==> src/rtl/mircore_pkg.sv <==
// Shared definitions for the BIOS-side instruction path: the HALT opcode and
// the boot-loader state encoding. A NOP is the all-zeros word.
package mircore_pkg;

  localparam int         OPCODE_W    = 6;
  localparam logic [5:0] HALT_OPCODE = 6'b011101;

  typedef enum logic [2:0] {
    S_LEN  = 3'd0,
    S_LOAD = 3'd1,
    S_CSUM = 3'd2,
    S_DONE = 3'd3,
    S_ERR  = 3'd4
  } loader_state_e;

  // States in which the loader is willing to take a stream word
  function automatic logic state_accepts(input loader_state_e s);
    return (s == S_LEN) || (s == S_LOAD) || (s == S_CSUM);
  endfunction

endpackage

==> src/rtl/bios_boot_loader.sv <==
// BIOS boot loader: receives a length-prefixed program image on a valid/ready
// word stream, writes it into instruction memory starting at BASE_ADDR and
// feeds NOPs to the BIOS/memory mux until the image is in, then a HALT that
// hands fetch over to memory.
// Optional feature macro: BOOT_CHECKSUM_EN (adds a trailing checksum word).
//
// Handshake: a word transfers on a posedge where in_valid && in_ready are both
// high; in_ready is registered and never depends combinationally on in_valid;
// the producer must hold in_data stable while in_valid is high and not ready.
module bios_boot_loader
  import mircore_pkg::*;
#(
  parameter int DATA_WIDTH = 32,
  parameter int ADDR_WIDTH = 10,
  parameter int BASE_ADDR  = 0
) (
  input  logic                  clk,
  input  logic                  rst,
  input  logic [DATA_WIDTH-1:0] in_data,
  input  logic                  in_valid,
  output logic                  in_ready,
  output logic                  mem_we,
  output logic [ADDR_WIDTH-1:0] mem_addr,
  output logic [DATA_WIDTH-1:0] mem_wdata,
  output logic [DATA_WIDTH-1:0] bios_instr,
  output logic                  load_done,
  output logic                  load_err,
  output logic [ADDR_WIDTH:0]   word_count,
  output logic [2:0]            dbg_state
);

  localparam logic [DATA_WIDTH-1:0] HALT_WORD  = {HALT_OPCODE, {(DATA_WIDTH-OPCODE_W){1'b0}}};
  localparam logic [ADDR_WIDTH-1:0] BASE_A     = ADDR_WIDTH'(BASE_ADDR);
  localparam logic [ADDR_WIDTH:0]   DEPTH_CNT  = (ADDR_WIDTH+1)'(1) << ADDR_WIDTH;
`ifdef BOOT_CHECKSUM_EN
  localparam loader_state_e         LOAD_EXIT  = S_CSUM;
`else
  localparam loader_state_e         LOAD_EXIT  = S_DONE;
`endif

  loader_state_e         state_q, state_d;
  logic [DATA_WIDTH-1:0] len_q, len_d;
  logic [DATA_WIDTH-1:0] idx_q, idx_d;
  logic                  in_ready_q;
  logic                  we_q, we_d;
  logic [ADDR_WIDTH-1:0] addr_q, addr_d;
  logic [DATA_WIDTH-1:0] wdata_q, wdata_d;
  logic [DATA_WIDTH-1:0] bios_q;
  logic                  done_q;
  logic                  err_q;
  logic                  ovf_d;
  logic [ADDR_WIDTH:0]   wc_q;
  logic                  xfer;
`ifdef BOOT_CHECKSUM_EN
  logic [DATA_WIDTH-1:0] sum_q, sum_d;
`endif

  assign xfer = in_valid && in_ready_q;

  // Next-state and write-request decode
  always_comb begin
    state_d = state_q;
    len_d   = len_q;
    idx_d   = idx_q;
    we_d    = 1'b0;
    addr_d  = addr_q;
    wdata_d = wdata_q;
    ovf_d   = 1'b0;
`ifdef BOOT_CHECKSUM_EN
    sum_d   = sum_q;
`endif
    case (state_q)
      S_LEN: begin
        if (xfer) begin
          len_d = in_data;
          idx_d = '0;
`ifdef BOOT_CHECKSUM_EN
          sum_d = '0;
`endif
          state_d = (in_data == '0) ? LOAD_EXIT : S_LOAD;
        end
      end
      S_LOAD: begin
        if (xfer) begin
          idx_d = idx_q + 1'b1;
`ifdef BOOT_CHECKSUM_EN
          sum_d = sum_q + in_data;
`endif
          // Words past the end of memory are swallowed and flagged
          if ((idx_q >> ADDR_WIDTH) == '0) begin
            we_d    = 1'b1;
            addr_d  = BASE_A + idx_q[ADDR_WIDTH-1:0];
            wdata_d = in_data;
          end else begin
            ovf_d = 1'b1;
          end
          if (idx_q + 1'b1 == len_q) state_d = LOAD_EXIT;
        end
      end
`ifdef BOOT_CHECKSUM_EN
      S_CSUM: begin
        if (xfer) state_d = (in_data == sum_q) ? S_DONE : S_ERR;
      end
`endif
      default: ;
    endcase
  end

  // State and registered outputs; HALT trails the final write by one cycle
  always_ff @(posedge clk) begin
    if (!rst) begin
      state_q    <= S_LEN;
      len_q      <= '0;
      idx_q      <= '0;
      in_ready_q <= 1'b0;
      we_q       <= 1'b0;
      addr_q     <= BASE_A;
      wdata_q    <= '0;
      bios_q     <= '0;
      done_q     <= 1'b0;
      err_q      <= 1'b0;
      wc_q       <= '0;
`ifdef BOOT_CHECKSUM_EN
      sum_q      <= '0;
`endif
    end else begin
      state_q    <= state_d;
      len_q      <= len_d;
      idx_q      <= idx_d;
      in_ready_q <= state_accepts(state_d);
      we_q       <= we_d;
      addr_q     <= addr_d;
      wdata_q    <= wdata_d;
      bios_q     <= (state_q == S_DONE) ? HALT_WORD : '0;
      done_q     <= (state_q == S_DONE);
      err_q      <= err_q | ovf_d | (state_d == S_ERR);
      if (we_d && (wc_q != DEPTH_CNT)) wc_q <= wc_q + 1'b1;
`ifdef BOOT_CHECKSUM_EN
      sum_q      <= sum_d;
`endif
    end
  end

  assign in_ready   = in_ready_q;
  assign mem_we     = we_q;
  assign mem_addr   = addr_q;
  assign mem_wdata  = wdata_q;
  assign bios_instr = bios_q;
  assign load_done  = done_q;
  assign load_err   = err_q;
  assign word_count = wc_q;
  assign dbg_state  = state_q;

endmodule

==> config.mk <==
export PLATFORM = sky130hd
export DESIGN_NAME = bios_boot_loader
export DESIGN_NICKNAME = d
export VERILOG_FILES = /design/src/rtl/mircore_pkg.sv /design/src/rtl/bios_boot_loader.sv
export SDC_FILE = /design/constraint.sdc
export NUM_CORES = 1
export LEC_CHECK = 0
export CORE_MARGIN = 2
export CORE_UTILIZATION = 53
export DETAILED_ROUTE_END_ITERATION = 12
export PLACE_DENSITY = 0.81
export SLEW_MARGIN = 40
export SYNTH_ARGS = -nofsm -noshare
export SYNTH_HDL_FRONTEND = slang
export SYNTH_SLANG_ARGS = --single-unit
==> constraint.sdc <==
create_clock -name clk -period 3.8 [get_ports clk]
set_input_delay 0.57 -clock clk [delete_from_list [all_inputs] [get_ports clk]]
set_output_delay 0.57 -clock clk [all_outputs]
set_load 0.005 [all_outputs]
After elaboration in Yosys (flattened, before gate mapping). Cells that the tools add are included.

Bits in registers: 156. Bits in latches: 0. Memory bits (writable): 0. Bits in read-only memories: 0. Bits of input ports: 35. Output and inout port bits: 92. Word-level logic and storage cells: 51. Memories kept: 0.

$add $sub $neg: 2. $mul: 0. Div/mod/pow operators: 0. Magnitude comparators: 0. Equal/unequal tests: 9. Shift-type cells: 0. Muxes and demuxes: 15. Bitwise logic cells: 2. Reduce and logical (&&, ||, !) cells: 12.

Operators by type and width (number): logical NOT 32 bit (2); 2-to-1 mux 32 bit (2); one-hot mux 32 bit (2 select lines) (1); adder 32 x 1 -> 32 bit (second input constant) (1); equality test 32 bit (1); 2-to-1 mux 31 bit (1); adder 11 x 1 -> 11 bit (second input constant) (1); inequality test 11 bit (second input constant) (1); 2-to-1 mux 3 bit (3); equality test 3 x 1 -> 1 bit (second input constant) (2); equality test 3 x 2 -> 1 bit (second input constant) (2); logical NOT 3 bit (2); 2-to-1 mux 1 bit (6); one-hot mux 3 bit (2 select lines) (1); AND reduction 3 bit (2); inequality test 2 bit (second input constant) (2); equality test 3 bit (second input constant) (1); logical AND 1 bit (2); logical OR 1 bit (2); 2-to-1 mux 2 bit (1); OR 1 bit (2); AND reduction 2 bit (1); nonzero test 2 bit (1).

Longest topological paths before layout.
Depth after elaboration: 8. Depth in mapped cells: 9. Mapped depth without buffers: 8.

Worst setup path before layout. Ideal clock, no wire load.

Path kind: reg-to-reg. From: reg idx_q[0]. To: reg in_ready_q (netlist: in_ready). Library setup time: 143 ps. Arrival time: 2539 ps. Data required time: 3657 ps. Setup slack: 1117 ps. Stages on the path, launching flop included: 10. Buffers on the path: 1. Period minus slack after synthesis: 2683 ps. Cell sequence: dfxtp_1 ha_1 and3_1 buf_6 a22oi_1 nor3_1 or4_1 or4_1 nor4_2 a41oi_1.

Word-level cells in the longest chain between the ends: 8. Elaborated cells between the ends (all ways): 10. Classes of those cells: add/sub (1); eq/ne (3); mux (3); reduce/logical (3).

RTL lines: start: declaration (RTL line bios_boot_loader.sv:43) `logic [DATA_WIDTH-1:0] idx_q, idx_d;`; start signal: assignment (RTL line bios_boot_loader.sv:129) `idx_q <= idx_d;`; adder 32 x 1 -> 32 bit * (RTL line bios_boot_loader.sv:97) `if (idx_q + 1'b1 == len_q) state_d = LOAD_EXIT;`; equality test 32 bit * (RTL line bios_boot_loader.sv:97); 2-to-1 mux 3 bit * (RTL line bios_boot_loader.sv:97); 2-to-1 mux 3 bit * (RTL line bios_boot_loader.sv:84) `if (xfer) begin`; one-hot mux 3 bit (2 select lines) * (RTL line bios_boot_loader.sv:72) `case (state_q)`; equality test 3 x 1 -> 1 bit or logical NOT 3 bit (tied branches) (RTL line mircore_pkg.sv:18) `return (s == S_LEN) || (s == S_LOAD) || (s == S_CSUM);`; logical OR 1 bit (RTL line mircore_pkg.sv:18); logical OR 1 bit * (RTL line mircore_pkg.sv:18); end signal: assignment (RTL line bios_boot_loader.sv:130) `in_ready_q <= state_accepts(state_d);`; end: declaration (RTL line bios_boot_loader.sv:44) `logic in_ready_q;`.

Mark *: on every way between the ends. The rest lies on a longest branch, timed or not. A chain may end at the register's enable or synchronous reset.

Worst setup path after layout. Ends and elaborated chain as after synthesis.

==> summary.txt <==
========================================================================================
Number of inserted filler cells in the final layout                                 1011
Setup repair after global routing missed its margin                                   no
CP endpoint kind                                                                register
Hold buffer count at cts                                                               0
Post-layout total power                                                          3.28 mW
Result of the run                                                           complete, no violations
CP Data Arrival Time                                                             3280 ps
Clock root cell                                                             sky130_fd_sc_hd__clkbuf_16
Placed wire-length estimate after detailed placement                             12.8 mm
Count of inserted antenna diode cells                                                  0
Overall overflow remaining after global route                                          0
Mean cell area of the mapped netlist                                           7.86 um^2
Number of standard cells in the layout, taps in and fillers out                     1095
Post-cts resize count                                                                  0
Area growth from synthesis to layout                                               22.8%
Min-delay src                                                               mem_wdata[20]$_SDFFE_PN0P_
Tot GR Track Use                                                                   28.5%
Critical path startpoint category                                               register
Maximum frequency from static timing analysis                                    333 MHz
Most frequently used flop master after synthesis                            sky130_fd_sc_hd__dfxtp_1
WP data required                                                                 4080 ps
Class of the most critical setup path                                         reg -> reg
Final setup violation count                                                            0
Cells on worst reg2reg path                                                            8
Most numerous cell in the Yosys netlist                                     sky130_fd_sc_hd__nand2_1
Setup bufs post-CTS                                                                    0
Die outline area                                                              13500 um^2
CTS HTree Levels                                                                       4
Chip Width                                                                        116 um
Cells after Synth                                                                    846
Pin slew with the least headroom to its limit                                     666 ps
Yosys warnings                                                                         0
Vias per cell                                                                       5.64
Power density over cell area                                                 401 nW/um^2
Max-Slew Margin vs Limit                                                           55.6%
Worst reg2reg setup slack                                                         800 ps
Number of distinct library cells after synthesis                                      60
Nets                                                                                 954
Post-DR wirelength/cell                                                          16.7 um
Crit Path Max Fanout                                                                   8
Capture instance of the worst register-to-register path                     in_ready$_SDFF_PN0_
Multi-input gate area in the final layout                                      3730 um^2
Slew Limit Fails                                                                       0
Clk sinks                                                                            124
Final setup TNS                                                                     0 ps
Num CTS Buffers                                                                       17
WHS Endpoint                                                                mem_wdata[20]$_SDFFE_PN0P_
Clock latency on the worst-skew pair                                              420 ps
#FFs+latches synth                                                                   124
Total of buffers placed on input and output ports                                     98
Total placed cells including tap cells                                              1065
Count of max-cap constraint violations                                                 0
Number of nets still failing antenna checks after routing                              0
Static leakage power                                                             2.87 nW
Path type of the worst min-delay path                                         reg -> reg
Top-area cell type share of the netlist area                                       37.3%
Seq. cell area                                                                 2480 um^2
Final Hold Vio Count                                                                   0
Area of the core                                                              12100 um^2
Top post-synthesis cells by area                                            sky130_fd_sc_hd__dfxtp_1 37%, sky130_fd_sc_hd__nand2_1 12%, sky130_fd_sc_hd__a21boi_0 9.0%
DRT iter0 DRCs                                                                       489
Share of final-layout standard cells stronger than drive strength 1                7.34%
Clock tree from TritonCTS                                                            yes
Global-route wire length before repair                                           29.5 mm
Final period demand of the worst path                                            3000 ps
Placer's final routability congestion estimate                                     0.996
Largest net degree at the start of global routing                                     67
EDFF count, synth                                                                      0
Worst Hold Path Cells                                                                  2
Post-Syn Area                                                                  6650 um^2
Number of vias in the routed layout                                                 6171
Worst supply voltage drop on vdd                                                0.354 mV
Sequential-to-total area share from yosys stat                                     37.3%
Final standard cell utilization of the core                                        67.4%
Number of antenna violations at the first check in global routing                      0
Cell type contributing the most total cell area after synthesis             sky130_fd_sc_hd__dfxtp_1
CTS clk-pin slew, worst paths                                                      50 ps
Starting density of the core                                                       54.9%
Routed wire length                                                               18.3 mm
Tightest hold margin                                                              462 ps
Worst R2R Start                                                             idx_q[0]$_SDFFE_PN0P_
Number of buffers between clock root and the deepest sink                              2
Placement row count                                                                   40
Vertical die dimension                                                            116 um
Portion of the clock cycle consumed by the worst path in the final layout          79.0%
Asr flop ratio synth                                                                  0%
Most frequent cells after synthesis                                         210 x sky130_fd_sc_hd__nand2_1, 124 x sky130_fd_sc_hd__dfxtp_1, 80 x sky130_fd_sc_hd__a21boi_0
Top Ports                                                                            127
TritonRoute pass-1 iters                                                               8
Post-detailed-route DRC marker count                                                   0
Maximum clock skew at final layout                                               7.65 ps
Number of global-route vias before repair                                           5628
========================================================================================
power by group:
part / internal [mW] / switching [mW]
registers: 1.33 / 0.0229
clock network: 1.10 / 0.588
logic: 0.109 / 0.134
critical path: stages, from the launching register on:
cell and delay, ps:
sky130_fd_sc_hd__dfxtp_1 470, sky130_fd_sc_hd__ha_1 310, sky130_fd_sc_hd__nand3_2 160, sky130_fd_sc_hd__nor2_1 370
sky130_fd_sc_hd__nand4_2 280, sky130_fd_sc_hd__a221o_1 380, sky130_fd_sc_hd__or4_1 420, sky130_fd_sc_hd__nor4_2 330
sky130_fd_sc_hd__a41oi_1 140
flip-flops by register name, summed over array words and instances, names as in the netlist:
signal	count
bios_instr	1
dbg_state	3
idx_q	32
in_ready	1
len_q	32
load_err	1
mem_addr	10
mem_wdata	32
mem_we	1
word_count	11
metal layers:
layer	global-route usage (%)	share of wire (%)
met1	39.3	44
met2	42.6	45
met3	8.16	7.5
met4	10.3	2.9
met5	0	0
worst max-delay path by stage:
stage                                from             endpoint  slack (ps)  cells past startpoint
floorplan           idx_q[0]$_SDFFE_PN0P_  in_ready$_SDFF_PN0_        1120                      9
global placement                 in_valid  in_ready$_SDFF_PN0_         760                      8
detailed placement               in_valid  in_ready$_SDFF_PN0_         710                      8
CTS                 idx_q[0]$_SDFFE_PN0P_  in_ready$_SDFF_PN0_         790                      8
global route        idx_q[0]$_SDFFE_PN0P_  in_ready$_SDFF_PN0_         570                      8
finish              idx_q[0]$_SDFFE_PN0P_  in_ready$_SDFF_PN0_         800                      8
kinds of logic after synthesis:
kind of cell	after synthesis	share of synthesized area, %
buf+inv	96	8.19
simple gates	414	31.0
flops	124	37.3
xor+xnor	54	7.11
fa+ha+maj	3	0.565
compound gates	154	15.8
other cells	1	0.0564
cell type report:
type                       instances  share of cell area, %
clock buffer                      21                   5.88
multi-input combinational        653                   45.7
clock inverter                     9                   1.67
tap                              168                   2.57
inverter                           8                  0.368
sequential                       124                   30.4
timing repair buffer             112                   13.4
through the flow:
stage          setup WS (ps)  area (um^2)
6_report                 800         8170
5_1_grt                  568         8170
4_1_cts                  794         8170
3_5_place_dp             714         7550
3_3_place_gp             763         7550
2_1_floorplan           1120         6750
cells in the final DEF, fill, tap and decap left out, types with 22 or more instances in the layout:
cell / count
sky130_fd_sc_hd__nor2_1: 26
sky130_fd_sc_hd__nand3_1: 23
sky130_fd_sc_hd__nor2b_1: 25
sky130_fd_sc_hd__dfxtp_1: 124
sky130_fd_sc_hd__a21oi_1: 32
sky130_fd_sc_hd__a21boi_0: 80
sky130_fd_sc_hd__clkdlybuf4s50_1: 97
sky130_fd_sc_hd__nand2_1: 210
sky130_fd_sc_hd__nor4_1: 22
sky130_fd_sc_hd__conb_1: 28
sky130_fd_sc_hd__xnor2_1: 35
sky130_fd_sc_hd__nor3_1: 33
Note: power is estimated with default switching activity, not from simulation.
